[config.mk]
export PLATFORM = sky130hd
export DESIGN_NAME = mips_run_ctrl
export DESIGN_NICKNAME = d
export VERILOG_FILES = /design/src/rtl/mips_sim_pkg.sv /design/src/rtl/mips_run_ctrl_sat_counter.sv /design/src/rtl/mips_run_ctrl.sv
export SDC_FILE = /design/constraint.sdc
export NUM_CORES = 1
export LEC_CHECK = 0
export BUFFER_PORTS_ARGS = -buffer_cell sky130_fd_sc_hd__buf_2
export CAP_MARGIN = 20
export CORE_MARGIN = 4
export CORE_UTILIZATION = 24
export DETAILED_ROUTE_END_ITERATION = 7
export PLACE_DENSITY_LB_ADDON = 0.25
export SYNTH_ARGS = -nofsm -noshare
export SYNTH_HDL_FRONTEND = slang
export SYNTH_SLANG_ARGS = --single-unit
[constraint.sdc]
create_clock -name clk -period 12.6 [get_ports clk]
set_input_delay 0.63 -clock clk [delete_from_list [all_inputs] [get_ports clk]]
set_output_delay 0.63 -clock clk [all_outputs]
set_load 0.02 [all_outputs]
[src/rtl/mips_sim_pkg.sv]
// mips_sim_pkg: shared run-state encoding and default halt instruction for the MIPS run controller.
package mips_sim_pkg;
    typedef enum logic [1:0] {
        ST_HOLD    = 2'd0,
        ST_RUN     = 2'd1,
        ST_HALTED  = 2'd2,
        ST_TIMEOUT = 2'd3
    } run_state_e;
    localparam logic [31:0] HALT_INST_DEF = 32'h1000FFFF;
endpackage

[src/rtl/mips_run_ctrl_sat_counter.sv]
// sat_counter: up-counter that sticks at all-ones; clear beats enable.
module sat_counter #(
    parameter int W = 32
) (
    input  logic         clk,
    input  logic         rst,
    input  logic         clr,
    input  logic         en,
    output logic [W-1:0] q
);
    logic [W-1:0] q_q, q_d;
    always_comb q_d = clr ? '0 : (en && q_q != '1) ? q_q + 1'b1 : q_q;
    always_ff @(posedge clk or posedge rst) begin
        if (rst) q_q <= '0;
        else     q_q <= q_d;
    end
    assign q = q_q;
endmodule

[src/rtl/mips_run_ctrl.sv]
// mips_run_ctrl: holds the core in reset, runs it until halt spin or cycle budget, and counts activity.
module mips_run_ctrl
    import mips_sim_pkg::*;
#(
    parameter int          RST_CYCLES = 4,
    parameter int          MAX_CYCLES = 625,
    parameter logic [31:0] HALT_INST  = HALT_INST_DEF,
    parameter int          HALT_HOLD  = 16,
    parameter int          AW         = 32,
    parameter int          CW         = 32
) (
    input  logic          clk,
    input  logic          rst,
    input  logic          restart,
    input  logic [31:0]   inst,
    input  logic [AW-1:0] mem_adr,
    input  logic          mem_read,
    input  logic          mem_write,
    output logic          cpu_rst,
    output logic          running,
    output logic          done,
    output logic          timeout,
    output logic [CW-1:0] cycle_cnt,
    output logic [CW-1:0] rd_cnt,
    output logic [CW-1:0] wr_cnt,
    output logic [AW-1:0] last_wr_adr
);
    localparam int HW = $clog2(RST_CYCLES + 1);
    localparam int LW = $clog2(HALT_HOLD + 1);
    run_state_e    state_q, state_d;
    logic [HW-1:0] hold_q, hold_d;
    logic [LW-1:0] halt_q, halt_d;
    logic          cpu_rst_q, cpu_rst_d, running_q, running_d;
    logic          done_q, done_d, timeout_q, timeout_d;
    logic [AW-1:0] last_q, last_d;
    logic          run, match, budget_end;
    assign run   = state_q == ST_RUN;
    assign match = inst == HALT_INST;
    // widened compare so a narrow counter that saturates below the budget never aliases it
    assign budget_end = 64'(cycle_cnt) == 64'(MAX_CYCLES - 1);
    always_comb begin
        state_d   = state_q;
        hold_d    = hold_q;
        halt_d    = halt_q;
        cpu_rst_d = cpu_rst_q;
        done_d    = done_q;
        timeout_d = timeout_q;
        last_d    = last_q;
        if (restart) begin
            state_d   = ST_HOLD;
            hold_d    = '0;
            halt_d    = '0;
            cpu_rst_d = 1'b1;
            done_d    = 1'b0;
            timeout_d = 1'b0;
            last_d    = '0;
        end else if (state_q == ST_HOLD) begin
            hold_d = hold_q + 1'b1;
            if (hold_q == HW'(RST_CYCLES - 1)) begin
                state_d   = ST_RUN;
                cpu_rst_d = 1'b0;
            end
        end else if (run) begin
            halt_d = match ? halt_q + 1'b1 : '0;
            last_d = mem_write ? mem_adr : last_q;
            if (match && halt_q == LW'(HALT_HOLD - 1)) begin
                state_d = ST_HALTED;
                done_d  = 1'b1;
            end else if (budget_end) begin
                state_d   = ST_TIMEOUT;
                timeout_d = 1'b1;
            end
        end
        running_d = state_d == ST_RUN;
    end
    always_ff @(posedge clk or posedge rst) begin
        if (rst) begin
            state_q   <= ST_HOLD;
            hold_q    <= '0;
            halt_q    <= '0;
            cpu_rst_q <= 1'b1;
            running_q <= 1'b0;
            done_q    <= 1'b0;
            timeout_q <= 1'b0;
            last_q    <= '0;
        end else begin
            state_q   <= state_d;
            hold_q    <= hold_d;
            halt_q    <= halt_d;
            cpu_rst_q <= cpu_rst_d;
            running_q <= running_d;
            done_q    <= done_d;
            timeout_q <= timeout_d;
            last_q    <= last_d;
        end
    end
    sat_counter #(.W(CW)) u_cyc (.clk(clk), .rst(rst), .clr(restart), .en(run), .q(cycle_cnt));
    sat_counter #(.W(CW)) u_rd (.clk(clk), .rst(rst), .clr(restart), .en(run && mem_read), .q(rd_cnt));
    sat_counter #(.W(CW)) u_wr (.clk(clk), .rst(rst), .clr(restart), .en(run && mem_write), .q(wr_cnt));
    assign cpu_rst     = cpu_rst_q;
    assign running     = running_q;
    assign done        = done_q;
    assign timeout     = timeout_q;
    assign last_wr_adr = last_q;
endmodule

# Word-level counts from Yosys, hierarchy flattened
# Index checks and enable logic that the tools add are counted.
[word_totals] register_bits=142 inputBits=69 wordCells=82
[classes] n_addsub=5 n_eq_ne=11 mux=34 n_reduce_logical=21
[op_table] op="$mux W32" count=10
[op_table] op="$add A32 B1 Y32 const B" count=3
[op_table] op="$ne A32 B32 Y1 const B" count=3
[op_table] op="$eq A32 B10 Y1 const B" count=1
[op_table] op="$eq A32 B29 Y1 const B" count=1
[op_table] op="$mux W5" count=4
[op_table] op="$reduce_bool A2 Y1" count=9
[op_table] op="$mux W1" count=12
[op_table] op="$mux W2" count=6
[op_table] op="$logic_and A1 B1 Y1" count=6
[op_table] op="$mux W3" count=2
[op_table] op="$reduce_and A3 Y1" count=2
[op_table] op="$add A5 B1 Y5 const B" count=1
[op_table] op="$eq A5 B4 Y1 const B" count=1
[op_table] op="$eq A2 B1 Y1 const B" count=2
[op_table] op="$ne A2 B2 Y1 const B" count=2
[op_table] op="$reduce_and A2 Y1" count=2
[op_table] op="$reduce_and A4 Y1" count=1
[op_table] op="$add A3 B1 Y3 const B" count=1
[op_table] op="$eq A3 B2 Y1 const B" count=1
[op_table] op="$logic_not A2 Y1" count=1

# Depth between registers and ports, before layout
# Gate-level depths: netlist of run 1.
[logic_depth] depth_word=7 mapped_depth=9 ltp_nobuf=7

# Modules after synthesis
# Synthesis of run 1 repeated with hierarchy kept, for this count alone.
[unflattened] hier_cells=822 hier_area_um2=7588.5
[by_module_without_submodules] module="sat_counter" instances=3 cells_per_inst=197 area_per_inst_um2=1823.0
[by_module_without_submodules] module="mips_run_ctrl" instances=1 cells_per_inst=231 area_per_inst_um2=2119.5

# Worst setup path after synthesis of run 1
# No wires, ideal clock.
[synth_timing] path_kind="reg-to-reg" startpoint="register u_cyc.q_q[8], in the netlist u_cyc.q[8]" endpoint="register u_cyc.q_q[11], in the netlist u_cyc.q[11]" setup_time_ps=127 t_arrival_ps=2160 path_slack_ps=10312 path_stages_with_launch=8 synth_period_minus_slack_ps=2288 cell_sequence="dfrtp_1 -> clkbuf_2 -> nand4_2 -> or4_1 -> buf_2 -> o31ai_4 -> or3_1 -> mux2_1"
[synth_between] elab_chain_cells=3 elab_cells_between_ends=6 cone_classes="1 x add/sub; 1 x eq/ne; 2 x mux; 2 x reduce/logical"
[synth_rtl] item="start, declared" line="mips_run_ctrl_sat_counter.sv:11" text="logic [W-1:0] q_q, q_d;"
[synth_rtl] item="start signal, assigned" line="mips_run_ctrl_sat_counter.sv:15" text="else q_q <= q_d;"
[synth_rtl] item="$add A32 B1 Y32 or $ne A32 B32 Y1 (tied branches)" line="mips_run_ctrl_sat_counter.sv:12" text="always_comb q_d = clr ? '0 : (en && q_q != '1) ? q_q + 1'b1 : q_q;"
[synth_rtl] item="$mux W32 or $logic_and A1 B1 Y1 (tied branches)" line="mips_run_ctrl_sat_counter.sv:12"
[synth_rtl] item="$mux W32 or $reduce_bool A2 Y1 (tied branches)"
# Parallel ways exist; a longest one is shown, timed or not. The select of a mux whose other input is x is not followed.
# A chain may end at the register's enable or synchronous reset.

# Worst setup path after layout of run 1
[layout_timing] startpoint="register u_wr.q_q[17], in the netlist u_wr.q[17]" endpoint="register u_wr.q_q[12], in the netlist u_wr.q[12]"
[layout_between] elab_chain_cells=3
[layout_rtl] item="start, declared" line="mips_run_ctrl_sat_counter.sv:11"
[layout_rtl] item="start signal, assigned" line="mips_run_ctrl_sat_counter.sv:15"
[layout_rtl] item="$ne A32 B32 Y1" line="mips_run_ctrl_sat_counter.sv:12"
[layout_rtl] item="$logic_and A1 B1 Y1" line="mips_run_ctrl_sat_counter.sv:12"
[layout_rtl] item="$reduce_bool A2 Y1 (no source line)"
# Every way passes these cells.

==> results.cfg, run 1 <==
[clocking]
postCtsHoldBufs = 0
ctsLongestPathBuffers = 2
cts_tree = built
cts.clk_slew.worst_paths_ns = 0.06
cts_resized = 0
clock_latency_ns = 0.43
htree_levels = 4
cts_buffers = 17
cts_setup_buffers = 0
clock_sinks = 142
root_buffer = clkbuf_16

[synth]
synth_nets = 912
synth_area_per_cell_um2 = 9.02
yosysSeqAreaShare_pct = 47.2
async_flop_share_pct = 100
syn_area_um2 = 7530
yosysWarnings = 0
ys_ff_latch = 142
synth_edf_count = 0
synth_top_area_share_pct = 46.8
yosys.cell_types.count = 58
synth_top_area_cell = dfrtp_1
ys.flop_type = dfrtp_1
syn_inst = 835
synth.area.top_cells = dfrtp_1 (47%), a21oi_1 (7.2%), nand2_1 (5.1%), or4_1 (3.1%), or3_1 (3.1%)

[grt]
grt_pass1_vias = 6899
globalRouteTotalUtil_pct = 13.6
grt_max_degree = 84
overflow = 0
grt_pass1_wl_mm = 37.9
antenna_found_initial = 0

[status]
outcome = finished clean

[drt]
drtIter0Drc = 352
wire_per_inst_um = 16.6
drtAntennaViolNets = 0
viasPerCell = 5.03
dr.pass1.iters = 5
drt-total-wl_mm = 23.6
drc_errors = 0
vias = 7179

[cells_and_area]
area_growth_pct = 26.2
antenna_cells = 0
num-fill-cells = 3347
fin_cells = 1426
drive_gt1_share_pct = 25.3
final_nets = 1095

[timing]
hold_viol = 0
fin_skew_ns = 0.00843
layout_min_cycle_time_ns = 2.62
fin_crit_sh_pct = 20.8
finalSetupTns_ns = 0
worst_pin_slew_ns = 1.04
rsz0062_at_grt = false
maxSlewViolCount = 0
timing.fmax_ghz = 0.382
setup_viol = 0
relSlewSlack_pct = 30.4

[placement]
dp_hpwl_mm = 16.3
dp.cells = 1395
gp_congestion = 0.800
io_buffer_count = 200

[critical_path]
end_kind = register
critPathKind = register to register
cpPeakStageDelay_ns = 0.98
start_kind = register
worstPathArrival_ns = 2.89
critPathRequiredTime_ns = 12.87
critPathMaxFanout = 34
crit_path_top_delay_cell = and4_1
cp_cell_sequence = nand4_1 > nor2_1 > and4_1 > or4_1 > a21oi_1

[die]
io_pins = 201
die_y_um = 185
die-area_um2 = 34300
rows = 64
start_util_pct = 24.5
core_area_um2 = 30700
chipWidth_um = 185

[min_path]
hp-class = input pin to async pin

[run]
drv_cap = 0

[pwr]
cellPowerDensity_nw_per_um2 = 113
peakVddDrop_uv = 84.8
static-leakage-power_nw = 4.08
==> synthesized netlist by cell type (all sizes together) (2+ instances only) <==
cell,number
and3,10
or3,37
o31ai,28
a31oi,3
nor2b,8
o211ai,3
buf,13
mux2i,2
inv,19
or2,2
nor3,7
nor2,53
a21o,2
ha,8
nor4,21
mux2,6
or4,32
a2111oi,2
nand2,104
dfrtp,141
xnor2,18
o21ai,37
a311oi,2
and3b,2
nand4,39
nand3,47
a21oi,109
and4,13
clkbuf,30
and2,8
o41ai,3
xor2,4
nor4b,3
a211oi,8
==> per-stage QoR <==
step / worst slack [ns] / power [W] / hold WS, ns / util, % / instance area, µm²
floorplan: 8.16 / 0.000520 / 0.504 / - / 7530
global placement: 9.92 / 0.000551 / 0.477 / 28.9 / 8900
detailed placement: 9.91 / 0.000552 / 0.487 / 28.9 / 8900
CTS: 10.02 / 0.00110 / 0.388 / 30.9 / 9510
global route: 9.76 / 0.00112 / 0.420 / 30.9 / 9510
finish: 9.98 / 0.00108 / 0.355 / 30.9 / 9510
==> report_power, final <==
part           total [W]  switching, W  internal [W]
Combinational  0.0000714     0.0000489     0.0000224
Sequential      0.000469    0.00000562      0.000464
Clock           0.000535      0.000209      0.000326
Total            0.00108      0.000264      0.000812
==> registers in the layout, summed over array words and instances, names as in the netlist <==
register and count:
halt_q 5, hold_q 3, timeout 1, done 1, u_cyc.q 32, u_wr.q 32, u_rd.q 32, running 1
last_wr_adr 32, cpu_rst 1, state_q 2
==> cells by family (layout without fill, tap and decap cells) <==
group           count (synthesis)  after routing  share of synthesized area (%)
xor+xnor                       22             22                           2.56
flops                         142            142                           47.2
mux                             8              8                           1.16
compound gates                203            203                           15.9
simple gates                  390            390                           28.4
buf+inv                        62            257                           3.44
fa+ha+maj                       8              8                           1.33
==> final cells by class <==
cell class                 instances  area, µm²  area share (%)
timing repair buffer             207       1060            11.1
clock buffer                      21        470            4.95
clock inverter                    10        138            1.45
tap                              396        495            5.21
inverter                          19       76.3           0.803
sequential                       142       3550            37.4
multi-input combinational        631       3720            39.1
==> placed cells by master (no fill, tap or decap), types with 4 or more instances in the layout <==
cell and n:
buf_2 199, dfrtp_1 141, a21oi_1 109, nand2_1 103, nor2_1 53, nand3_1 46, o21ai_0 37, or3_1 37
nand4_1 36, or4_1 31, o31ai_1 26, nor4_1 18, xnor2_1 18, inv_1 18, clkbuf_16 17, and4_1 13
and3_1 10, nor2b_1 8, and2_1 8, a211oi_1 8, ha_1 8, buf_4 8, nor3_1 5, mux2_2 5
xor2_1 4
==> worst max-delay path, delay by kind of cell, from the launching register on <==
family / cells / cell delay (ns)
compound gates: 1 / 0.06
flops: 1 / 0.44
simple gates: 4 / 1.94
==> worst paths after layout <==
check	startpoint	to	slack [ns]	cells past startpoint
max	u_wr.q[17]	u_wr.q[12]	9.98	5
min	rst	last_wr_adr[0]	0.35	2
max reg2reg	u_wr.q[17]	u_wr.q[12]	9.98	5
min reg2reg	done	done	0.49	2
max in group asynchronous	rst	u_cyc.q[31]	10.91	3
min in group clk	mem_adr[17]	last_wr_adr[17]	0.44	3
==> metal layers <==
| metal | routed length, µm | global-route usage (%) | up-vias |
|---|---|---|---|
| li1 | - | - | 3483 |
| met1 | 11200 | 18.8 | 3488 |
| met2 | 10800 | 21.5 | 194 |
| met3 | 1460 | 3.38 | 14 |
| met4 | 246 | 3.49 | 0 |
| met5 | 0 | 0 | - |
Power figures use the tool's default switching activity.
==> run 2: changes to the inputs <==
- clock period: 12.6 -> 2.5 ns (I/O delays scaled with it)
==> results.cfg, run 2 (synthesis gave the netlist of run 1 again) <==
[status]
outcome = finished clean

[clocking]
cts_tree = built
clock_sinks = 142
htree_levels = 4
root_buffer = clkbuf_16
cts_buffers = 17
cts_setup_buffers = 0
postCtsHoldBufs = 33
cts.clk_slew.worst_paths_ns = 0.06
cts_resized = 0
ctsLongestPathBuffers = 2
clock_latency_ns = 0.43

[die]
io_pins = 201
chipWidth_um = 185
core_area_um2 = 30700
rows = 64
die-area_um2 = 34300
start_util_pct = 24.5
die_y_um = 185

[drt]
drc_errors = 0
drt-total-wl_mm = 24.1
wire_per_inst_um = 16.2
viasPerCell = 4.96
drtAntennaViolNets = 0
drtIter0Drc = 438
dr.pass1.iters = 5
vias = 7385

[critical_path]
critPathMaxFanout = 8
start_kind = register
critPathKind = register to register
end_kind = register
reg2reg_setup_slack_ns = 0.25
worstPathArrival_ns = 2.56
critPathRequiredTime_ns = 2.81

[grt]
overflow = 0
antenna_found_initial = 0
grt_pass1_wl_mm = 39.4
globalRouteTotalUtil_pct = 14.2
grt_pass1_vias = 7367
grt_max_degree = 57

[min_path]
hp-class = input pin to register

[placement]
gp_congestion = 0.789
io_buffer_count = 200
dp_hpwl_mm = 17.0
post_dp_cell_area_um2 = 9170

[cells_and_area]
drive_gt1_share_pct = 26.6
final_nets = 1157
finalInstanceArea_um2 = 10200
mostFrequentLayoutCells = buf_2 (199), dfrtp_1 (141), a21oi_1 (109)
area_growth_pct = 34.8
num-fill-cells = 3215
layout_commonest_cell = buf_2
antenna_cells = 0

[timing]
setup_viol = 0
rsz0062_at_grt = false
hold_viol = 0
finalSetupTns_ns = 0
fin_crit_sh_pct = 90.0
fin_skew_ns = 0.00827
layout_min_cycle_time_ns = 2.25
maxSlewViolCount = 0
relSlewSlack_pct = 49.8
worst_pin_slew_ns = 0.751
timing.fmax_ghz = 0.445

[pwr]
cellPowerDensity_nw_per_um2 = 555
static-leakage-power_nw = 4.40
peakVddDrop_uv = 453

[run]
drv_cap = 0
[run 2: changes by cell type in the layout (fill, tap and decap cells not counted), moves of 2 or more]
cell and change:
buf_4 +25, dlygate4sd3_1 +33, buf_12 +4, clkbuf_8 +2
[run 2: per-layer routing]
layer	vias up	wire [µm]	part of all wire [%]	GRT usage (%)
li1	3593	-	-	-
met1	3570	11200	46	18.9
met2	209	11300	47	23.1
met3	13	1360	5.7	3.42
met4	0	248	1.0	3.76
met5	-	0	0	0
[run 2: where the power goes]
part           internal, W  switching (W)  leakage (nW)
combinational     0.000164       0.000257          2.11
sequential         0.00234      0.0000268          1.98
clock              0.00181        0.00105         0.319
[run 2: path summary, 6_finish.rpt]
check / from / end / cells after the start
worst max-delay path: u_cyc.q[8] / u_cyc.q[11] / 5
worst min-delay path: restart / u_cyc.q[12] / 2
worst max register to register: u_cyc.q[8] / u_cyc.q[11] / 5
worst min register to register: done / done / 2
max in group asynchronous: rst / u_cyc.q[22] / 4
min in group asynchronous: rst / last_wr_adr[29] / 3
[run 2: worst max-delay path, cell delays in order (launching register included)]
cell,delay (ns)
dfrtp_1,0.50
nand4_2,0.16
or4_1,0.71
o31ai_4,0.30
or3_1,0.15
mux2_1,0.32
[run 2: stage by stage]
step | std cells | util [%] | worst slack, ns | total power (W) | hold WS, ns
floorplan | 835 | - | 0.212 | 0.00262 | 0.256
global placement | 1424 | 29.8 | 0.277 | 0.00280 | 0.308
detailed placement | 1424 | 29.8 | 0.272 | 0.00280 | 0.304
CTS | 1489 | 33.0 | 0.242 | 0.00574 | 0.0754
global route | 1489 | 33.0 | 0.0478 | 0.00588 | 0.0942
finish | 1489 | 33.0 | 0.250 | 0.00564 | 0.0975
[run 2: final cells by class]
| cell class | instances | area [µm²] | area share, % |
|---|---|---|---|
| Sequential cell | 142 | 3550 | 35.0 |
| Clock buffer | 23 | 498 | 4.91 |
| Inverter | 19 | 75.1 | 0.740 |
| Tap cell | 396 | 495 | 4.88 |
| Timing Repair Buffer | 269 | 1650 | 16.3 |
| Multi-Input combinational cell | 631 | 3720 | 36.6 |
| Clock inverter | 9 | 155 | 1.53 |
==> run 3: changes to the inputs <==
--- a/config.mk
+++ b/config.mk
@@ -10,4 +10,5 @@
 export CORE_MARGIN = 4
 export CORE_UTILIZATION = 24
+export CTS_CLUSTER_SIZE = 12
 export DETAILED_ROUTE_END_ITERATION = 7
 export PLACE_DENSITY_LB_ADDON = 0.25
==> constraint.sdc (replaced) <==
create_clock -name clk -period 2.5 [get_ports clk]
set_input_delay 0.5 -clock clk [delete_from_list [all_inputs] [get_ports clk]]
set_output_delay 0.5 -clock clk [all_outputs]
set_load 0.02 [all_outputs]
==> results.cfg, run 3 (synthesis gave the netlist of run 1 again) <==
[drt]
wire_per_inst_um = 16.1
dr.pass1.iters = 5
drtIter0Drc = 429
viasPerCell = 5.01
drtAntennaViolNets = 0
drc_errors = 0
drt-total-wl_mm = 23.4
vias = 7278

[pwr]
peakVddDrop_uv = 415
internal_power_w = 0.00419
static-leakage-power_nw = 4.25
swShare_pct = 23.6
p_switching_w = 0.00129
cellPowerDensity_nw_per_um2 = 561
p_seq_share_pct = 43.1
combPwrFrac_pct = 7.0
p_clk_share_pct = 49.9

[status]
outcome = finished clean

[critical_path]
cp_cell_sequence = nand4_2 > or4_1 > nor4_1 > buf_4 > nand3_1 > a21oi_1
critPathMaxFanout = 8
crit_path_top_delay_cell = or4_1
worstPathArrival_ns = 2.59
critPathRequiredTime_ns = 2.85
start_kind = register
critPathKind = register to register
end_kind = register
cpPeakStageDelay_ns = 0.70

[clocking]
clock_latency_ns = 0.43
cts.clk_slew.worst_paths_ns = 0.06
postCtsHoldBufs = 0
root_buffer = clkbuf_16
cts_resized = 0
ctsLongestPathBuffers = 2
cts_setup_buffers = 0
htree_levels = 4
clock_sinks = 142
cts_tree = built
cts_buffers = 17

[die]
start_util_pct = 24.5
rows = 64
die-area_um2 = 34300
die_y_um = 185
io_pins = 201
chipWidth_um = 185
core_area_um2 = 30700

[grt]
grt_max_degree = 73
antenna_found_initial = 0
grt_pass1_wl_mm = 38.0
grt_pass1_vias = 6970
globalRouteTotalUtil_pct = 13.7
overflow = 0

[timing]
setup_ws_ns = 0.256
finalSetupTns_ns = 0
worst_pin_slew_ns = 0.628
maxSlewViolCount = 0
hold_viol = 0
setup_viol = 0
holdWs_ns = 0.198
fin_crit_sh_pct = 89.8
fin_skew_ns = 0.0115
layout_min_cycle_time_ns = 2.24
relSlewSlack_pct = 57.1
timing.fmax_ghz = 0.446
rsz0062_at_grt = false

[placement]
gp_congestion = 0.831
dp_hpwl_mm = 16.9
post_dp_cell_area_um2 = 9170
dp_slack_ns = 0.271
io_buffer_count = 200

[cells_and_area]
layout_commonest_cell = buf_2
drive_gt1_share_pct = 27.1
multi_input_area_um2 = 3720
final_nets = 1122
mostFrequentLayoutCells = buf_2 (199), dfrtp_1 (141), a21oi_1 (109)
seqCellArea_um2 = 3550
area_growth_pct = 30.0
antenna_cells = 0
num-fill-cells = 3316
finalInstanceArea_um2 = 9790

[run]
drv_cap = 0

[min_path]
hp-class = input pin to async pin
## run 3: changes by cell type in the layout (fill, tap and decap cells not counted), moves of 2 or more
cell	change
buf_4	-3
clkbuf_8	-3
dlygate4sd3_1	-33
clkbuf_1	+2
## run 3: final timing paths
check,slack (ns),start,endpoint,cells after the start
max in group asynchronous,1.92,rst,u_cyc.q[24],3
setup / recovery,0.26,u_cyc.q[8],u_cyc.q[24],6
hold reg to reg,0.50,done,done,2
setup reg to reg,0.26,u_cyc.q[8],u_cyc.q[24],6
min in group clk,0.30,mem_adr[25],last_wr_adr[25],3
hold / removal,0.20,rst,last_wr_adr[10],3
## run 3: power by group through the flow
stage | sequential [W] | clock (W) | combinational (W)
4_1_cts | 0.00237 | 0.00285 | 0.000399
3_5_place_dp | 0.00241 | 0 | 0.000397
5_1_grt | 0.00237 | 0.00293 | 0.000435
6_report | 0.00237 | 0.00274 | 0.000383
3_3_place_gp | 0.00241 | 0 | 0.000396
2_1_floorplan | 0.00243 | 0 | 0.000186
## run 3: critical path: cells and delay by family, from the launching register on
family,cells,cell delay (ns)
AO/OA/AOI/OAI,1,0.15
buffers and inverters,1,0.18
flip-flops,1,0.47
AND/OR/NAND/NOR,4,1.35
## run 3: cell type report
class	instances	share of cell area, %
timing repair buffer	234	13.5
sequential	142	36.3
multi-input combinational	631	38.0
inverter	19	0.767
tap	396	5.06
clock buffer	22	4.74
clock inverter	10	1.65
## run 3: metal layers
layer  global-route usage, %  vias up  wire (µm)
met1                    19.1     3515      11000
met3                    3.52       21       1520
met5                       0        -          0
met4                    3.82        0        310
met2                    21.3      216      10600
li1                        -     3526          -
## run 3: stage by stage
stage          utilization (%)  cells  power [W]
2_1_floorplan                -    835    0.00262
3_3_place_gp              29.8   1422    0.00280
5_1_grt                   31.8   1454    0.00573
4_1_cts                   31.8   1454    0.00562
6_report                  31.8   1454    0.00549
3_5_place_dp              29.8   1422    0.00280
